File: config.mk
export PLATFORM = sky130hd
export DESIGN_NAME = irq_pending_capture
export DESIGN_NICKNAME = d
export VERILOG_FILES = /design/src/rtl/irq_pkg.sv /design/src/rtl/priority_encoder.sv /design/src/rtl/irq_pending_capture.sv
export SDC_FILE = /design/constraint.sdc
export NUM_CORES = 1
export LEC_CHECK = 0
export ABC_CLOCK_PERIOD_IN_PS = 1000
export CAP_MARGIN = 40
export CELL_PAD_IN_SITES_DETAIL_PLACEMENT = 0
export CELL_PAD_IN_SITES_GLOBAL_PLACEMENT = 1
export CORE_MARGIN = 10
export CORE_UTILIZATION = 33
export CTS_BUF_LIST = sky130_fd_sc_hd__clkbuf_4 sky130_fd_sc_hd__clkbuf_8
export CTS_CLUSTER_SIZE = 28
export DETAILED_ROUTE_END_ITERATION = 8
export PLACE_DENSITY_LB_ADDON = 0.1
export SYNTH_ARGS = -nofsm -noshare
export SYNTH_HDL_FRONTEND = slang
export SYNTH_SLANG_ARGS = --single-unit
File: constraint.sdc
create_clock -name clk -period 1 [get_ports clk]
set_input_delay 0.15 -clock clk [delete_from_list [all_inputs] [get_ports clk]]
set_output_delay 0.15 -clock clk [all_outputs]
set_load 0.005 [all_outputs]
File: src/rtl/irq_pkg.sv
// Shared types and sizes for the 4-source interrupt front end.
package irq_pkg;
  localparam int N_SRC = 4;
  localparam int ID_W  = 2;

  typedef enum logic {IDLE, PRESENT} irq_state_e;
  typedef logic [N_SRC-1:0] irq_vec_t;
endpackage

File: src/rtl/priority_encoder.sv
// Fixed-priority encoder: highest set index wins; all-zero input yields 0.
module priority_encoder
  import irq_pkg::*;
(
  input  irq_vec_t          req,
  output logic [ID_W-1:0]   idx
);

  always_comb begin
    idx = '0;
    for (int i = 0; i < N_SRC; i++)
      if (req[i]) idx = ID_W'(i);
  end

endmodule

File: src/rtl/irq_pending_capture.sv
// Interrupt front end: sync, edge/level capture, pending + sticky overflow,
// masked selection and a held valid/ready presentation of one source ID.
module irq_pending_capture
  import irq_pkg::*;
#(
  parameter int       SYNC_STAGES = 2,
  parameter irq_vec_t EDGE_MODE   = 4'b1111
) (
  input  logic            clk,
  input  logic            rst_n,
  input  irq_vec_t        irq_in,
  input  irq_vec_t        irq_mask,
  output logic            irq_valid,
  output logic [ID_W-1:0] irq_id,
  input  logic            irq_ready,
  output irq_vec_t        pending,
  output irq_vec_t        overflow,
  input  irq_vec_t        ovf_clr
);

  irq_vec_t        sync, sync_q, edge_det, pend_nxt, ovf_nxt, req;
  logic [ID_W-1:0] winner;
  logic            hs;
  irq_state_e      state_q, state_d;

  for (genvar i = 0; i < N_SRC; i++) begin : g_sync
    logic [SYNC_STAGES-1:0] chain;
    always_ff @(posedge clk or negedge rst_n)
      if (!rst_n) chain <= '0;
      else        chain <= {chain[SYNC_STAGES-2:0], irq_in[i]};
    assign sync[i] = chain[SYNC_STAGES-1];
  end

  assign edge_det = sync & ~sync_q;
  assign hs       = irq_valid & irq_ready;

  // Edge sources: a new edge beats a same-cycle clear, and only counts as
  // lost when the bit is already pending and is not being consumed now.
  always_comb begin
    pend_nxt = pending;
    ovf_nxt  = overflow & ~ovf_clr;
    for (int i = 0; i < N_SRC; i++) begin
      if (EDGE_MODE[i]) begin
        if (edge_det[i]) begin
          pend_nxt[i] = 1'b1;
          if (pending[i] && !(hs && irq_id == ID_W'(i))) ovf_nxt[i] = 1'b1;
        end else if (hs && irq_id == ID_W'(i)) begin
          pend_nxt[i] = 1'b0;
        end
      end else begin
        pend_nxt[i] = sync[i];
      end
    end
  end

  always_ff @(posedge clk or negedge rst_n)
    if (!rst_n) begin
      sync_q   <= '0;
      pending  <= '0;
      overflow <= '0;
    end else begin
      sync_q   <= sync;
      pending  <= pend_nxt;
      overflow <= ovf_nxt;
    end

  assign req = pending & ~irq_mask;

  priority_encoder u_prio (
    .req (req),
    .idx (winner)
  );

  // irq_id is captured once on entry to PRESENT and frozen until accepted.
  always_ff @(posedge clk or negedge rst_n)
    if (!rst_n) begin
      state_q <= IDLE;
      irq_id  <= '0;
    end else begin
      state_q <= state_d;
      if (state_q == IDLE && req != '0) irq_id <= winner;
    end

  always_comb begin
    state_d = state_q;
    case (state_q)
      IDLE:    if (req != '0) state_d = PRESENT;
      PRESENT: if (irq_ready) state_d = IDLE;
      default: state_d = IDLE;
    endcase
  end

  always_comb irq_valid = (state_q == PRESENT);

endmodule
; ---- After elaboration in Yosys (flattened, before gate mapping)
; Index checks and enable logic that the tools add are counted.
[op_classes]
eq_ne = 3
mux = 22
bitwise_logic = 8
n_reduce_logical = 19
[op_table]
columns = op, count
row1 = 2-to-1 mux 1 bit, 19
row2 = AND 4 bit, 3
row3 = inverter 4 bit, 3
row4 = logical AND 1 bit, 9
row5 = nonzero test 2 bit, 4
row6 = "equality test 2 bit, second input constant", 2
row7 = logical NOT 1 bit, 4
row8 = 2-to-1 mux 2 bit, 2
row9 = nonzero test 4 bit, 1
row10 = "equality test 2 x 1 -> 1 bit, second input constant", 1
row11 = logical NOT 2 bit, 1
row12 = one-hot mux 1 bit (2 select lines), 1
row13 = AND 1 bit, 1
row14 = inverter 1 bit, 1
[word_totals]
reg_bits = 23
inputBits = 15
wordCells = 64

; ---- Depth between registers and ports, before layout
; Gate-level depths: netlist of the first run.
[depth]
ltp_word = 6
ltp_mapped = 4
depth_no_buf = 3

; ---- Modules after synthesis
; From an unflattened synthesis of the first run, not the netlist that was laid out.
[unflattened]
hier_cells = 59
area_unflattened_um2 = 807.0
[by_module_without_submodules]
columns = mod, n_inst, cells_per_inst, area_per_inst_um2, seq_area_each_um2
row1 = irq_pending_capture, 1, 56, 789.5, 575.6
row2 = priority_encoder, 1, 3, 17.5, 0.0

; ---- Worst setup path after synthesis of the first run
; No wires, ideal clock.
[synth_path]
kind = register to register
from = reg pending[2]
to = reg irq_id[0]
setup_ps = 126
arrival_time_ps = 880
required_time_ps = 874
slack_ps = -6
path_stages_with_launch = 3
path_buffers = 0
synth_period_minus_slack_ps = 1006
path_cell_list = dfrtp_1 -> or2b_1 -> a221o_1
[synth_via]
elab_chain_len = 3
elab_cells_between_ends = 5
[synth_lines]
columns = element, line
row1 = start: declaration, irq_pending_capture.sv:16  ; output irq_vec_t pending,
row2 = start signal: assignment, irq_pending_capture.sv:63  ; pending <= pend_nxt;
row3 = AND 4 bit (*), irq_pending_capture.sv:67  ; assign req = pending & ~irq_mask;
row4 = 2-to-1 mux 2 bit or nonzero test 4 bit (tied branches), "priority_encoder.sv:12, irq_pending_capture.sv:81"
row5 = 2-to-1 mux 2 bit or logical AND 1 bit (tied branches), "priority_encoder.sv:12, irq_pending_capture.sv:81"
row6 = end signal: assignment, irq_pending_capture.sv:81  ; if (state_q == IDLE && req != '0) irq_id <= winner;
row7 = end: declaration, irq_pending_capture.sv:14  ; output logic [ID_W-1:0] irq_id,
; Mark *: on every way between the ends. The rest lies on a longest branch, timed or not.
; A chain may end at the register's enable or synchronous reset.

==> impl_metrics.csv, run 1 <==
group,metric,value,unit
detailed_routing,ant_nets,0,
sta,setup_ws,-184.4,ps
sta,drv_slew,0,
synth,synth_top_cell_area_share,71.99,%
synth,syn-num-nets,74,
outcome,violations,"setup timing",
clock_tree,htreeDepth,1,
global_routing,grt_pass1_vias,602,
clock_tree,insertion_delay,300,ps
job,drv_cap,0,
power_and_ir_drop,ir_drop,1.086,mV
clock_tree,cts_hold_buf,0,
synth,synth.most_common_cell,"dfrtp_1",
power_and_ir_drop,p_seq_share,41.6,%
synth,yosys-top-cells-count,"dfrtp_1 (23), inv_1 (5), nand2b_1 (5), nand2_1 (4), o22ai_1 (4)",
outcome,status,"complete, but fails checks",
power_and_ir_drop,switching_share,30.77,%
detailed_routing,drcViolationCount,0,
power_and_ir_drop,p_total,2870,µW
global_routing,grt_max_degree,24,
sta,rsz0062_at_grt,"yes",
placement,gp_congestion,0.7303,
floorplanning,chipHeight,69.22,µm
synth,yosys.area.top_type,"dfrtp_1",
sta,max_freq,844.3,MHz
clock_tree,cts_made_buffers,3,
global_routing,antenna_found_initial,0,
final_layout,layout-drive-gt1-share,39.22,%
synth,synth-seq-cells,23,
detailed_routing,first_pass_iters,4,
worst_setup_path,worstPathRequired,1190,ps
synth,synth_area_leaders,"dfrtp_1 (72%), nand2b_1 (3.9%), o22ai_1 (3.1%), inv_1 (2.3%), o21ai_0 (1.9%)",
min_path,min_path_type,"in -> async",
sta,clock_skew,1.240,ps
detailed_routing,vias,582,
synth,syn_inst,59,
placement,dp_cells,115,
detailed_routing,drt_iter0_markers,29,
sta,max_slew_margin,85.92,%
floorplanning,dieArea,4791,µm²
final_layout,fin_cells,130,
sta,worst_slew_pin_slew,211.2,ps
synth,ys_types,20,
floorplanning,row_count,17,
synth,synth_area,799.5,µm²
final_layout,fill_cells,211,
worst_setup_path,critPathKind,"reg -> reg",
synth,synthArstFlopShare,100.0,%
worst_setup_path,crit_fanout,3,
synth,avgSynthCellArea,13.55,µm²
sta,whs,171.6,ps
sta,final-hold-violation-count,0,
final_layout,regArea,575.6,µm²
sta,finalCriticalPeriod,1184,ps
detailed_routing,routedWlPerCell,13.53,µm
clock_tree,cts_root_buf,"clkbuf_4",
worst_setup_path,crit_arrival,1380,ps
detailed_routing,wl,1759,µm
final_layout,multiInputGateArea,239.0,µm²
sta,finalCritPeriodShare,118.4,%
clock_tree,max-clock-path-buffers,2,
detailed_routing,via_per_inst,4.477,
global_routing,grt_pass1_wl,2877,µm
global_routing,grt-ovfl-total,0,
final_layout,antenna_cells,0,
placement,hpwl,1276,µm
final_layout,area_growth,55.09,%
power_and_ir_drop,leakagePower,0.0005618,µW
power_and_ir_drop,p_int,1987,µW
power_and_ir_drop,clockPowerShare,15.5,%
sta,setup_viol,8,
synth,ys_seq_area_share,71.99,%
floorplanning,die_w,69.22,µm
clock_tree,cts_sinks,23,
floorplanning,initial_utilization,35.46,%
clock_tree,cts_tree,"done",
synth,synth_warnings,0,
worst_setup_path,cp-start-kind,"register",
clock_tree,clkTransAtPathRegs,120,ps
worst_setup_path,reg2reg_depth,4,
floorplanning,ioPinCount,26,
worst_setup_path,end_kind,"register",
power_and_ir_drop,comb_power_share,42.9,%
power_and_ir_drop,p_per_area,2315,nW/µm²
power_and_ir_drop,p_sw,883.3,µW
synth,ys.flop_type,"dfrtp_1",
placement,portBuffers,25,
floorplanning,core_area,2255,µm²
global_routing,grt_usage,7.240,%
synth,synth_edf_count,0,
final_layout,nets,118,
==> metal layers <==
layer | wire length [µm] | global-route usage, % | share of wire (%) | up-vias
li1 | - | - | - | 287
met1 | 879 | 9.762 | 50 | 276
met2 | 827 | 10.38 | 47 | 17
met3 | 43 | 2.282 | 2.4 | 2
met4 | 9 | 2.661 | 0.51 | 0
met5 | 0 | 0 | 0 | -
==> through the flow <==
step | setup TNS [ps] | area [µm²] | util, % | setup WS [ps]
floorplan | -10.33 | 799.5 | - | -5.828
global placement | -2700 | 1120 | 49.67 | -279.8
detailed placement | -2713 | 1120 | 49.67 | -274.5
CTS | -934.8 | 1194 | 52.94 | -177.2
global route | -1309 | 1240 | 54.99 | -201.8
finish | -534.8 | 1240 | 54.99 | -184.4
==> power groups by stage <==
stage | logic (µW) | clock network [µW] | registers, µW
2_1_floorplan | 299 | 0 | 1270
3_3_place_gp | 837 | 0 | 1280
3_5_place_dp | 849 | 0 | 1280
4_1_cts | 1080 | 458 | 1200
5_1_grt | 1340 | 511 | 1220
6_report | 1230 | 445 | 1200
==> cells by family (layout without fill, tap and decap cells) <==
logic type             after synthesis  after routing  share of synthesized area, %
buffers and inverters                6             49                         3.287
AO/OA/AOI/OAI                       14             14                         12.52
flip-flops                          23             23                         71.99
AND/OR/NAND/NOR                     16             16                         12.21
==> repair_timing <==
item                       in CTS  in global routing
pin swaps                       5                  6
setup buffers                   8                  3
setup endpoints to repair      17                 22
gates resized for setup        47                 11
==> cell usage in the layout, fill, tap and decap left out <==
master            n
o21ai_2           2
dfrtp_1          23
a21oi_1           1
a221o_1           1
nand4_1           1
nand3_1           1
nand2b_4          1
o31ai_4           2
o22ai_2           1
buf_6             5
nand2_2           1
buf_2             9
clkdlybuf4s50_1  14
nand2b_2          1
clkbuf_4          4
clkbuf_2          1
o21a_1            1
buf_12            1
o21ai_1           1
or2b_1            1
buf_4            10
nor2_1            1
inv_2             1
inv_1             4
a21o_1            1
o2bb2ai_2         1
nand2b_1          5
o22ai_1           3
nand2_1           4
==> flip-flops by register name (all words and copies together) (netlist names) <==
| signal | cells |
|---|---|
| g_sync.chain | 8 |
| overflow | 4 |
| pending | 4 |
| sync_q | 4 |
| irq_id | 2 |
| irq_valid | 1 |
==> worst paths after layout <==
path                                     from            endpoint  slack [ps]
setup / recovery                    irq_id[0]           irq_id[0]        -180
hold / removal                          rst_n         overflow[0]         170
setup reg to reg                    irq_id[0]           irq_id[0]        -180
hold reg to reg            g_sync[1].chain[0]  g_sync[1].chain[1]         360
max in group asynchronous               rst_n  g_sync[3].chain[1]         690
min in group clk                    irq_in[1]  g_sync[1].chain[0]         270
==> critical path, cell delays in order, from the launching register on <==
cell	delay, ps
dfrtp_1	410
buf_6	130
buf_6	110
o2bb2ai_2	110
a221o_1	320
==> area by class of cell <==
class | instances | share of cell area [%]
clock buffers | 4 | 2.422
well taps | 28 | 2.825
multi-input cells | 30 | 19.27
flip-flops and latches | 23 | 46.42
inverters | 5 | 1.514
repair buffers | 40 | 27.55
No activity file was read; power rests on OpenSTA's default activity.
==> run 2: changes to the inputs <==
--- a/config.mk
+++ b/config.mk
@@ -12,6 +12,7 @@
 export CORE_MARGIN = 10
 export CORE_UTILIZATION = 33
 export CTS_BUF_LIST = sky130_fd_sc_hd__clkbuf_4 sky130_fd_sc_hd__clkbuf_8
+export CTS_CLUSTER_DIAMETER = 80
 export CTS_CLUSTER_SIZE = 28
 export DETAILED_ROUTE_END_ITERATION = 8
 export PLACE_DENSITY_LB_ADDON = 0.1
==> results of run 2 <==
The final DEF is identical to that of run 1; final timing and power are the same.
==> run 3: changes to the inputs <==
--- a/config.mk
+++ b/config.mk
@@ -16,6 +16,7 @@
 export CTS_CLUSTER_SIZE = 28
 export DETAILED_ROUTE_END_ITERATION = 8
 export PLACE_DENSITY_LB_ADDON = 0.1
+export SLEW_MARGIN = 15
 export SYNTH_ARGS = -nofsm -noshare
 export SYNTH_HDL_FRONTEND = slang
 export SYNTH_SLANG_ARGS = --single-unit
==> results of run 3 <==
The final DEF is identical to that of run 1; final timing and power are the same.
